==> src/rtl/sel_decoder_seq.sv <==
// sel_decoder_seq: registered one-hot select decoder with an optional wrap-around sweep mode.
// Sweep mode is built only when SEL_DECODER_SWEEP_EN is defined.
`default_nettype none

module sel_decoder_seq #(
    parameter  int SEL_W = 4,
    localparam int OUT_W = 2**SEL_W
) (
    input  logic             clk,
    input  logic             clr,
    input  logic             en,
    input  logic [SEL_W-1:0] sel,
    input  logic             sweep_start,
    input  logic [SEL_W-1:0] sweep_first,
    input  logic [SEL_W-1:0] sweep_last,
    input  logic             abort,
    output logic [OUT_W-1:0] out,
    output logic             valid,
    output logic [SEL_W-1:0] idx,
    output logic             busy,
    output logic             done
);

    // What an idle decoder would load on this edge. The final sweep element reuses it
    // so a new request is taken with no bubble.
    logic [SEL_W-1:0] acc_idx;
    logic [OUT_W-1:0] acc_out;
    logic             acc_valid;
    logic             acc_sweep;
    logic             acc_done;

    always_comb begin
        acc_idx   = '0;
        acc_valid = 1'b0;
        acc_sweep = 1'b0;
        acc_done  = 1'b0;
`ifdef SEL_DECODER_SWEEP_EN
        if (sweep_start) begin
            acc_idx   = sweep_first;
            acc_valid = 1'b1;
            acc_sweep = 1'b1;
            acc_done  = (sweep_first == sweep_last);
        end else if (en) begin
            acc_idx   = sel;
            acc_valid = 1'b1;
        end
`else
        if (en) begin
            acc_idx   = sel;
            acc_valid = 1'b1;
        end
`endif
    end

    assign acc_out = acc_valid ? (OUT_W'(1) << acc_idx) : '0;

`ifdef SEL_DECODER_SWEEP_EN
    typedef enum logic [0:0] {
        IDLE  = 1'b0,
        SWEEP = 1'b1
    } state_t;

    state_t           state;
    logic [SEL_W-1:0] last_r;
    logic [SEL_W-1:0] next_idx;

    assign next_idx = SEL_W'(idx + 1'b1);

    always_ff @(posedge clk or posedge clr) begin
        if (clr) begin
            state  <= IDLE;
            last_r <= '0;
            out    <= '0;
            idx    <= '0;
            valid  <= 1'b0;
            busy   <= 1'b0;
            done   <= 1'b0;
        end else begin
            case (state)
                SWEEP: begin
                    if (abort) begin
                        state <= IDLE;
                        out   <= '0;
                        idx   <= '0;
                        valid <= 1'b0;
                        busy  <= 1'b0;
                        done  <= 1'b0;
                    end else if (idx != last_r) begin
                        idx  <= next_idx;
                        out  <= OUT_W'(1) << next_idx;
                        done <= (next_idx == last_r);
                    end else begin
                        state <= acc_sweep ? SWEEP : IDLE;
                        if (acc_sweep) last_r <= sweep_last;
                        out   <= acc_out;
                        idx   <= acc_idx;
                        valid <= acc_valid;
                        busy  <= acc_sweep;
                        done  <= acc_done;
                    end
                end
                default: begin
                    state <= acc_sweep ? SWEEP : IDLE;
                    if (acc_sweep) last_r <= sweep_last;
                    out   <= acc_out;
                    idx   <= acc_idx;
                    valid <= acc_valid;
                    busy  <= acc_sweep;
                    done  <= acc_done;
                end
            endcase
        end
    end
`else
    logic unused_sweep_inputs;
    assign unused_sweep_inputs = ^{sweep_start, sweep_first, sweep_last, abort, acc_sweep, acc_done};

    assign busy = 1'b0;
    assign done = 1'b0;

    always_ff @(posedge clk or posedge clr) begin
        if (clr) begin
            out   <= '0;
            idx   <= '0;
            valid <= 1'b0;
        end else begin
            out   <= acc_out;
            idx   <= acc_idx;
            valid <= acc_valid;
        end
    end
`endif

endmodule

`default_nettype wire

==> config.mk <==
export PLATFORM = sky130hd
export DESIGN_NAME = sel_decoder_seq
export DESIGN_NICKNAME = d
export VERILOG_FILES = /design/src/rtl/sel_decoder_seq.sv
export SDC_FILE = /design/constraint.sdc
export NUM_CORES = 1
export LEC_CHECK = 0
export BUFFER_PORTS_ARGS = -buffer_cell sky130_fd_sc_hd__buf_2
export CAP_MARGIN = 20
export CORE_MARGIN = 5
export CORE_UTILIZATION = 25
export DETAILED_ROUTE_END_ITERATION = 6
export MAX_ROUTING_LAYER = met4
export PLACE_DENSITY = 0.51
export SYNTH_ARGS = -nofsm -noshare
export SYNTH_HDL_FRONTEND = slang
export SYNTH_SLANG_ARGS = --single-unit
==> constraint.sdc <==
create_clock -name clk -period 1.02 [get_ports clk]
set_clock_uncertainty 0.1 [all_clocks]
set_input_delay 0.204 -clock clk [delete_from_list [all_inputs] [get_ports clk]]
set_output_delay 0.204 -clock clk [all_outputs]
set_load 0.1 [all_outputs]
## Word level (Yosys, flattened, before mapping)

Index checks and enable logic that the tools add are counted.

| word-level totals | value |
|---|---|
| word-level logic and storage cells | 7 |
| output and inout bits | 23 |
| bits in registers | 21 |
| input port bits | 17 |

| cells by class | value |
|---|---|
| mux-type cells | 3 |
| shift operators | 1 |

Operators by type and width:

| operator | number |
|---|---|
| 16-bit two-way mux | 1 |
| 1-bit by 4-bit << shifter with 16-bit output, first input constant | 1 |
| 4-bit two-way mux | 1 |
| 1-bit two-way mux | 1 |

## Depth between registers and ports, before layout

Gate-level depths: netlist of the first run.

| depth | value |
|---|---|
| depth after elaboration | 3 |
| mapped depth | 3 |
| depth with buffers taken out | 2 |

## Least setup slack after synthesis of the first run

No wires, ideal clock.

| path | value |
|---|---|
| path type | reg2out |
| from | register idx[0] |
| to | output port idx[0] |
| slack | -0.167 ns |
| arrival | 0.883 ns |
| stages on the path, launching flop included | 1 |
| path buffers | 0 |
| data required time | 0.716 ns |
| cell sequence | dfrtp_1 |

RTL lines:

| item | RTL line | source |
|---|---|---|
| from (decl) | 19 | `output logic [SEL_W-1:0] idx,` |
| from (signal assigned) | 128 | `idx <= acc_idx;` |

No word-level cell between the ends.

## Worst setup path in the final report of the first run

| path | value |
|---|---|
| from | register out[2] |
| to | output port out[2] |

RTL lines:

| item | RTL line | source |
|---|---|---|
| from (decl) | 17 | `output logic [OUT_W-1:0] out,` |
| from (signal assigned) | 127 | `out <= acc_out;` |

No word-level cell between the ends.

==> flow_summary.json, run 1 <==
{
  "p_leak_nw": 0.554,
  "viasPerCell": 4.21,
  "fin_nets": 104,
  "hp-class": "input pin to register",
  "numCtsBuffers": 3,
  "clk_pin_slew_ps": 110,
  "min_period_over_period_pct": 118,
  "synth_top_cell_by_area": "dfrtp_1",
  "pwr_density_cell_nw_per_um2": 1240,
  "post-route-min-period_ps": 1200,
  "maxCapViolations": 0,
  "grt_max_degree": 22,
  "fp-row-count": 20,
  "dpl_cell_area_um2": 1260,
  "initial_core_util_pct": 25.5,
  "synth.ff_latch_count": 21,
  "cts_tree": "yes",
  "antennaDiodeCount": 0,
  "worst_hold_slack_ps": 19.9,
  "crit_arrival_ps": 900,
  "ys_warn_count": 0,
  "synth_area_leaders": "dfrtp_1 69%, nor3_2 3.9%, nand2b_4 3.6%, nor3_1 3.3%, nor4_2 3.3%",
  "fp.coreArea_um2": 3000,
  "status": "finished with violations",
  "die_h_um": 65.4,
  "drc": 0,
  "crit_required_ps": 720,
  "synth.avg_cell_area_um2": 13.7,
  "seq_area_frac_synth_pct": 68.5,
  "wl_um": 1460,
  "violations": "negative setup slack",
  "crit_chain": "buf_12",
  "slew_violations": 0,
  "area_growth_syn_to_layout_pct": 69.7,
  "globalRouteTotalUtil_pct": 7.78,
  "synth_top_cell_area_share_pct": 68.5,
  "end_kind": "output port",
  "place.gp.congestion": 0.723,
  "ctsRootBufferMaster": "clkbuf_4",
  "htreeDepth": 1,
  "seqCellArea_um2": 552,
  "synthDistinctLibCells": 18,
  "grt_pass1_wl_um": 2400,
  "place_inst": 114,
  "rsz0062_at_grt": "true",
  "hold_viol": 0,
  "drt_iter0_drc": 10,
  "max_stage_delay_ps": 430,
  "grt_pass1_vias": 505,
  "boundaryPins": 40,
  "overflow": 0,
  "ir_drop_uv": 458,
  "slowest_stage": "dfrtp_2",
  "start_kind": "register",
  "antenna_found_initial": 0,
  "hpwl_um": 1160,
  "tns_ps": -3510,
  "cts.sinks": 21,
  "die_w_um": 65.4,
  "fmax_mhz": 834,
  "die_area_um2": 4280,
  "multi_input_area_um2": 206,
  "routed-via-count": 501,
  "path_max_fanout": 1,
  "synthCells": 56,
  "drive_gt1_share_pct": 72.1,
  "worst-path-buf-inv": 1,
  "clockBufferDepth": 2,
  "path_class": "register to output port",
  "critPathTopFamily": "flip-flops",
  "post_drt_wl_per_cell_um": 12.2,
  "fin_ws_ps": -179,
  "fin_area_um2": 1300,
  "final_cells": 119,
  "dr.pass1.iters": 4,
  "ant_nets": 0,
  "fillers": 290,
  "synth_area_um2": 767,
  "io_buffers": 27,
  "finalSetupViolations": 21
}
## metrics by stage
step | setup slack (ps) | total power, mW | util (%)
after floorplan | 70.3 | 1.13 | -
after global placement | 91.3 | 1.26 | 42.1
after CTS | -194 | 1.65 | 43.3
final | -179 | 1.62 | 43.3
after global routing | -219 | 1.69 | 43.3
after detailed placement | 63.8 | 1.27 | 42.1
## worst paths after layout
check | startpoint | end | depth (start not counted)
max in group asynchronous | clr | out[7] | 4
setup / recovery | out[2] | out[2] | 1
hold / removal | en | valid | 1
min in group asynchronous | clr | idx[1] | 4
## flip-flops by register name (all words and copies together) (netlist names)
signal,flops
idx,4
out,16
valid,1
## timing repair
item / 4_1_cts / 5_1_grt
endpoints found under the setup margin: 21 / 21
endpoints found under the hold margin: 21 / 0
hold buffers: 1 / 0
resized for setup: 0 / 0
buffers inserted: 0 / 0
## layout make-up
class	instances	share of cell area, %
Clock buffer	4	2.02
Multi-Input combinational cell	30	15.9
Sequential cell	21	42.4
Tap cell	33	3.17
Inverter	2	0.577
Timing Repair Buffer	29	36.0
## cell families (layout without fill, tap and decap cells)
logic type | count (synthesis) | count (layout) | share of synthesized area [%]
buffers and inverters | 6 | 35 | 5.06
DFF | 21 | 21 | 68.5
other | 1 | 2 | 0.489
and+or+nand+nor | 28 | 28 | 25.9
## power by group
group / switching, mW / internal (mW)
clock: 0.218 / 0.152
sequential: 0.0169 / 0.856
combinational: 0.262 / 0.113
total: 0.497 / 1.12
## cells in the final DEF (no fill, tap or decap)
cell type,n
dlygate4sd3_1,1
nand2_2,1
nand2b_1,1
clkbuf_4,3
inv_1,2
dfrtp_2,21
nand3b_1,2
clkbuf_1,1
buf_2,6
and2_1,2
nor4_2,2
nor3_1,5
nand3_1,2
and2_2,1
nand2b_4,2
buf_4,1
conb_1,2
buf_12,21
nor2_1,6
nor3_2,3
nand2_4,1
## per-layer routing
layer	vias up	GRT usage [%]	wire [um]
li1	238	-	-
met1	243	8.54	565
met2	18	13.0	776
met3	2	0.513	87
met4	0	6.22	27
met5	-	-	0
## cell usage after synthesis, drive strengths merged
| cell type | count |
|---|---|
| nor3 | 8 |
| and2 | 3 |
| nand2b | 3 |
| nor4 | 2 |
| nand2 | 2 |
| nand3 | 2 |
| nand3b | 2 |
| conb | 1 |
| nor2 | 6 |
| dfrtp | 21 |
| inv | 2 |
| buf | 4 |
No activity file was read; power rests on OpenSTA's default activity.
==> inputs of run 2 (changes only) <==
- clock period: 1.02 -> 1.15 ns (I/O delays scaled with it)
==> run 2 against run 1 <==
Compared with the run above:
- the run still ends with negative setup slack left
- sequential cell count is the same
- count of clock-buffer cells in the layout is the same
- hold slack gained 22 ps
- sequential power shrank 11%
- routed wire length grew 4.3%
- global-route usage is essentially flat
- final area is the same
- sequential share of layout area is the same
- critical endpoint unchanged
- largest power group unchanged
==> flow_summary.json, run 2 (same netlist as run 1, synthesis figures left out) <==
{
  "dr.pass1.iters": 3,
  "maxCapViolations": 0,
  "max_stage_delay_ps": 430,
  "cts_tree": "yes",
  "end_kind": "output port",
  "slew_violations": 0,
  "place.gp.congestion": 0.724,
  "dpl_cell_area_um2": 1260,
  "drt_iter0_drc": 7,
  "die_h_um": 65.4,
  "largest_register_ffs": 16,
  "fmax_mhz": 813,
  "hold_viol": 0,
  "p_leak_nw": 0.554,
  "violations": "negative setup slack",
  "overflow": 0,
  "rsz0062_at_grt": "true",
  "hpwl_um": 1190,
  "finalSetupViolations": 21,
  "fp.coreArea_um2": 3000,
  "power_mw": 1.44,
  "post_drt_wl_per_cell_um": 12.8,
  "antennaDiodeCount": 0,
  "clockBufferDepth": 2,
  "hp-class": "input pin to register",
  "hp-start": "en",
  "fin_ws_ps": -79.3,
  "pre_cts_ws_ps": 164,
  "path_max_fanout": 1,
  "fin_nets": 104,
  "cts_resized": 0,
  "status": "finished with violations",
  "crit_arrival_ps": 900,
  "grt_pass1_wl_um": 2410,
  "routed-via-count": 503,
  "numCtsBuffers": 3,
  "die_w_um": 65.4,
  "clk_pin_slew_ps": 110,
  "drc": 0,
  "ir_drop_uv": 364,
  "min_to": "valid",
  "initial_core_util_pct": 25.5,
  "largest-register": "out",
  "cts.sinks": 21,
  "antenna_found_initial": 0,
  "final_cell_mix": "21 x dfrtp_2, 21 x buf_12, 6 x nor2_1, 6 x buf_2, 5 x nor3_1",
  "io_buffers": 27,
  "critPathTopFamily": "flip-flops",
  "viasPerCell": 4.23,
  "path_class": "register to output port",
  "area_growth_syn_to_layout_pct": 69.7,
  "top_regs": "out x16, idx x4, valid x1",
  "min_period_over_period_pct": 107,
  "grt_max_degree": 22,
  "globalRouteTotalUtil_pct": 7.82,
  "tns_ps": -1450,
  "ant_nets": 0,
  "crit_chain": "buf_12",
  "grt_pass1_vias": 512,
  "pwr_density_cell_nw_per_um2": 1110,
  "htreeDepth": 1,
  "drive_gt1_share_pct": 72.1,
  "start_kind": "register",
  "slowest_stage": "dfrtp_2",
  "fp-row-count": 20,
  "die_area_um2": 4280,
  "ctsRootBufferMaster": "clkbuf_4",
  "crit_required_ps": 820,
  "worst-path-buf-inv": 1,
  "post-route-min-period_ps": 1230,
  "boundaryPins": 40,
  "wl_um": 1520,
  "fin_area_um2": 1300,
  "hold_depth": 1
}
==> run 2: layout make-up <==
type | instances | area [um2]
Sequential cell | 21 | 552
Inverter | 2 | 7.51
Tap cell | 33 | 41.3
Clock buffer | 4 | 26.3
Multi-Input combinational cell | 30 | 206
Timing Repair Buffer | 29 | 468
Fill cell | 283 | 1700
==> run 2: how the worst max path moves through the flow <==
| stage | slack (ps) | startpoint | depth (start not counted) | to |
|---|---|---|---|---|
| after floorplan | 170 | idx[0] | 0 | idx[0] |
| after global placement | 200 | sel[1] | 3 | out[2] |
| after detailed placement | 160 | sel[2] | 3 | out[0] |
| after CTS | -90 | out[7] | 1 | out[7] |
| after global routing | -110 | out[2] | 1 | out[2] |
| final | -80 | out[2] | 1 | out[2] |
==> run 2: metrics by stage <==
stage | utilization [%] | hold slack, ps | instances
6_report | 43.3 | 42.0 | 119
5_1_grt | 43.3 | 29.6 | 119
4_1_cts | 43.3 | 34.1 | 119
3_5_place_dp | 42.1 | 168 | 114
3_3_place_gp | 42.1 | 168 | 114
2_1_floorplan | - | 106 | 57
==> run 2: report_power, final <==
group	internal (mW)	switching [mW]
Sequential	0.759	0.0153
Clock	0.135	0.200
Combinational	0.100	0.234
Total	0.994	0.449
==> run 2: repair_timing <==
item	4_1_cts	5_1_grt
buffers inserted	0	0
gates cloned	0	0
hold endpoints to repair	21	0
hold buffers	1	0
endpoints found under the setup margin	21	21
==> run 2: per-layer routing <==
layer	vias up	wire [um]	track usage (%)	part of all wire, %
li1	241	-	-	-
met1	242	644	8.56	42
met2	18	780	13.0	51
met3	2	67	0.684	4.4
met4	0	27	6.22	1.8
met5	-	0	-	0
==> inputs of run 3 (changes only) <==
--- a/config.mk
+++ b/config.mk
@@ -17 +17,2 @@
 export SYNTH_SLANG_ARGS = --single-unit
+export TNS_END_PERCENT = 1
==> constraint.sdc (replaced) <==
create_clock -name clk -period 1.21 [get_ports clk]
set_clock_uncertainty 0.1 [all_clocks]
set_input_delay 0.121 -clock clk [delete_from_list [all_inputs] [get_ports clk]]
set_output_delay 0.121 -clock clk [all_outputs]
set_load 0.1 [all_outputs]
==> run 3 against run 2 <==
Compared with the run above:
- the flow now finishes without violations
- cell count is 0.84% higher
- hold slack hardly changed
- global-route usage hardly changed
- final area is 1.3% lower
- sequential power is 5.3% lower
- sequential cell count stayed put
- critical path depth stayed put
- die area stayed put
- count of clock-buffer cells in the layout stayed put
- sequential share of layout area is 1.5 points lower
- critical path type unchanged
- largest power group unchanged
- highest routed layer unchanged
==> flow_summary.json, run 3 (same netlist as run 1, synthesis figures left out) <==
{
  "status": "finished, final reports clean",
  "post-route-min-period_ps": 1120,
  "post-route-util_pct": 42.8,
  "worst_hold_slack_ps": 41.6,
  "critPathTopFamily": "flip-flops",
  "overflow": 0,
  "fp-row-count": 20,
  "power_mw": 1.37,
  "max_stage_delay_ps": 430,
  "htreeDepth": 1,
  "hpwl_um": 1200,
  "maxCapViolations": 0,
  "grt_pass1_wl_um": 2430,
  "clk_pin_slew_ps": 110,
  "drive_gt1_share_pct": 47.1,
  "die_w_um": 65.4,
  "fin_nets": 105,
  "largest-register": "out",
  "io_buffers": 27,
  "pre_cts_ws_ps": 293,
  "multi_input_area_um2": 206,
  "globalRouteTotalUtil_pct": 7.85,
  "viasPerCell": 4.25,
  "drc": 0,
  "clockBufferDepth": 2,
  "drt_iter0_drc": 7,
  "slowest_stage": "dfrtp_1",
  "fin_ws_ps": 90.6,
  "largest_register_ffs": 16,
  "initial_core_util_pct": 25.5,
  "path_max_fanout": 1,
  "slew_violations": 0,
  "hp-class": "input pin to register",
  "place.gp.congestion": 0.709,
  "wl_um": 1530,
  "crit_chain": "buf_12",
  "top_regs": "out x16, idx x4, valid x1",
  "path_class": "register to output port",
  "cts_setup_buffers": 0,
  "grt_pass1_vias": 506,
  "pwr_density_cell_nw_per_um2": 1060,
  "fillers": 283,
  "die_h_um": 65.4,
  "grt_max_degree": 22,
  "post_drt_wl_per_cell_um": 12.7,
  "start_kind": "register",
  "worst-path-buf-inv": 1,
  "seqCellArea_um2": 526,
  "ctsRootBufferMaster": "clkbuf_4",
  "finalSetupViolations": 0,
  "cts_tree": "yes",
  "rsz0062_at_grt": "false",
  "fmax_mhz": 893,
  "cts.sinks": 21,
  "routed-via-count": 510,
  "antenna_found_initial": 0,
  "ant_nets": 0,
  "ir_drop_uv": 266,
  "numCtsBuffers": 3,
  "antennaDiodeCount": 0,
  "p_leak_nw": 0.590,
  "area_growth_syn_to_layout_pct": 67.5,
  "dr.pass1.iters": 4,
  "fp.coreArea_um2": 3000,
  "boundaryPins": 40,
  "tns_ps": 0,
  "final_cell_mix": "21 x dfrtp_1, 21 x buf_12, 6 x nor2_1, 6 x buf_2, 5 x nor3_1",
  "min_period_over_period_pct": 92.5,
  "crit_arrival_ps": 900,
  "cts_resized": 0,
  "end_kind": "output port",
  "crit_required_ps": 990,
  "hold_viol": 0,
  "die_area_um2": 4280
}
## run 3: changes by cell type in the layout (fill, tap and decap cells not counted), sizes merged
cell and delta:
dlygate4sd3 +1
## run 3: layout make-up
class / instances / area share, %
Clock buffer: 4 / 2.04
Inverter: 2 / 0.584
Multi-Input combinational cell: 30 / 16.1
Sequential cell: 21 / 40.9
Tap cell: 33 / 3.21
Timing Repair Buffer: 30 / 37.2
## run 3: timing repair
action,4_1_cts,5_1_grt
hold buffers,2,0
endpoints found under the hold margin,22,0
endpoints found under the setup margin,0,0
## run 3: power breakdown
part | switching [mW] | total [mW] | internal [mW] | leakage, nW
Combinational | 0.222 | 0.319 | 0.0967 | 0.291
Clock | 0.188 | 0.316 | 0.128 | 0.0150
Sequential | 0.0145 | 0.733 | 0.718 | 0.285
## run 3: metal layers
layer,global-route usage [%],routed length (um),vias up
met5,-,0,-
met1,8.76,612,250
met2,12.6,786,20
met3,2.56,119,2
met4,3.89,10,0
li1,-,-,238
## run 3: metrics by stage
step | std cells | area (um2)
detailed placement | 114 | 1240
floorplan | 57 | 771
finish | 120 | 1280
global placement | 114 | 1240
global route | 120 | 1280
CTS | 120 | 1280
## run 3: worst paths after layout
check / from / end / cells past startpoint
max: out[0] / out[0] / 1
min: sel[3] / out[0] / 2
max in group asynchronous: clr / idx[3] / 4
min in group asynchronous: clr / out[1] / 4
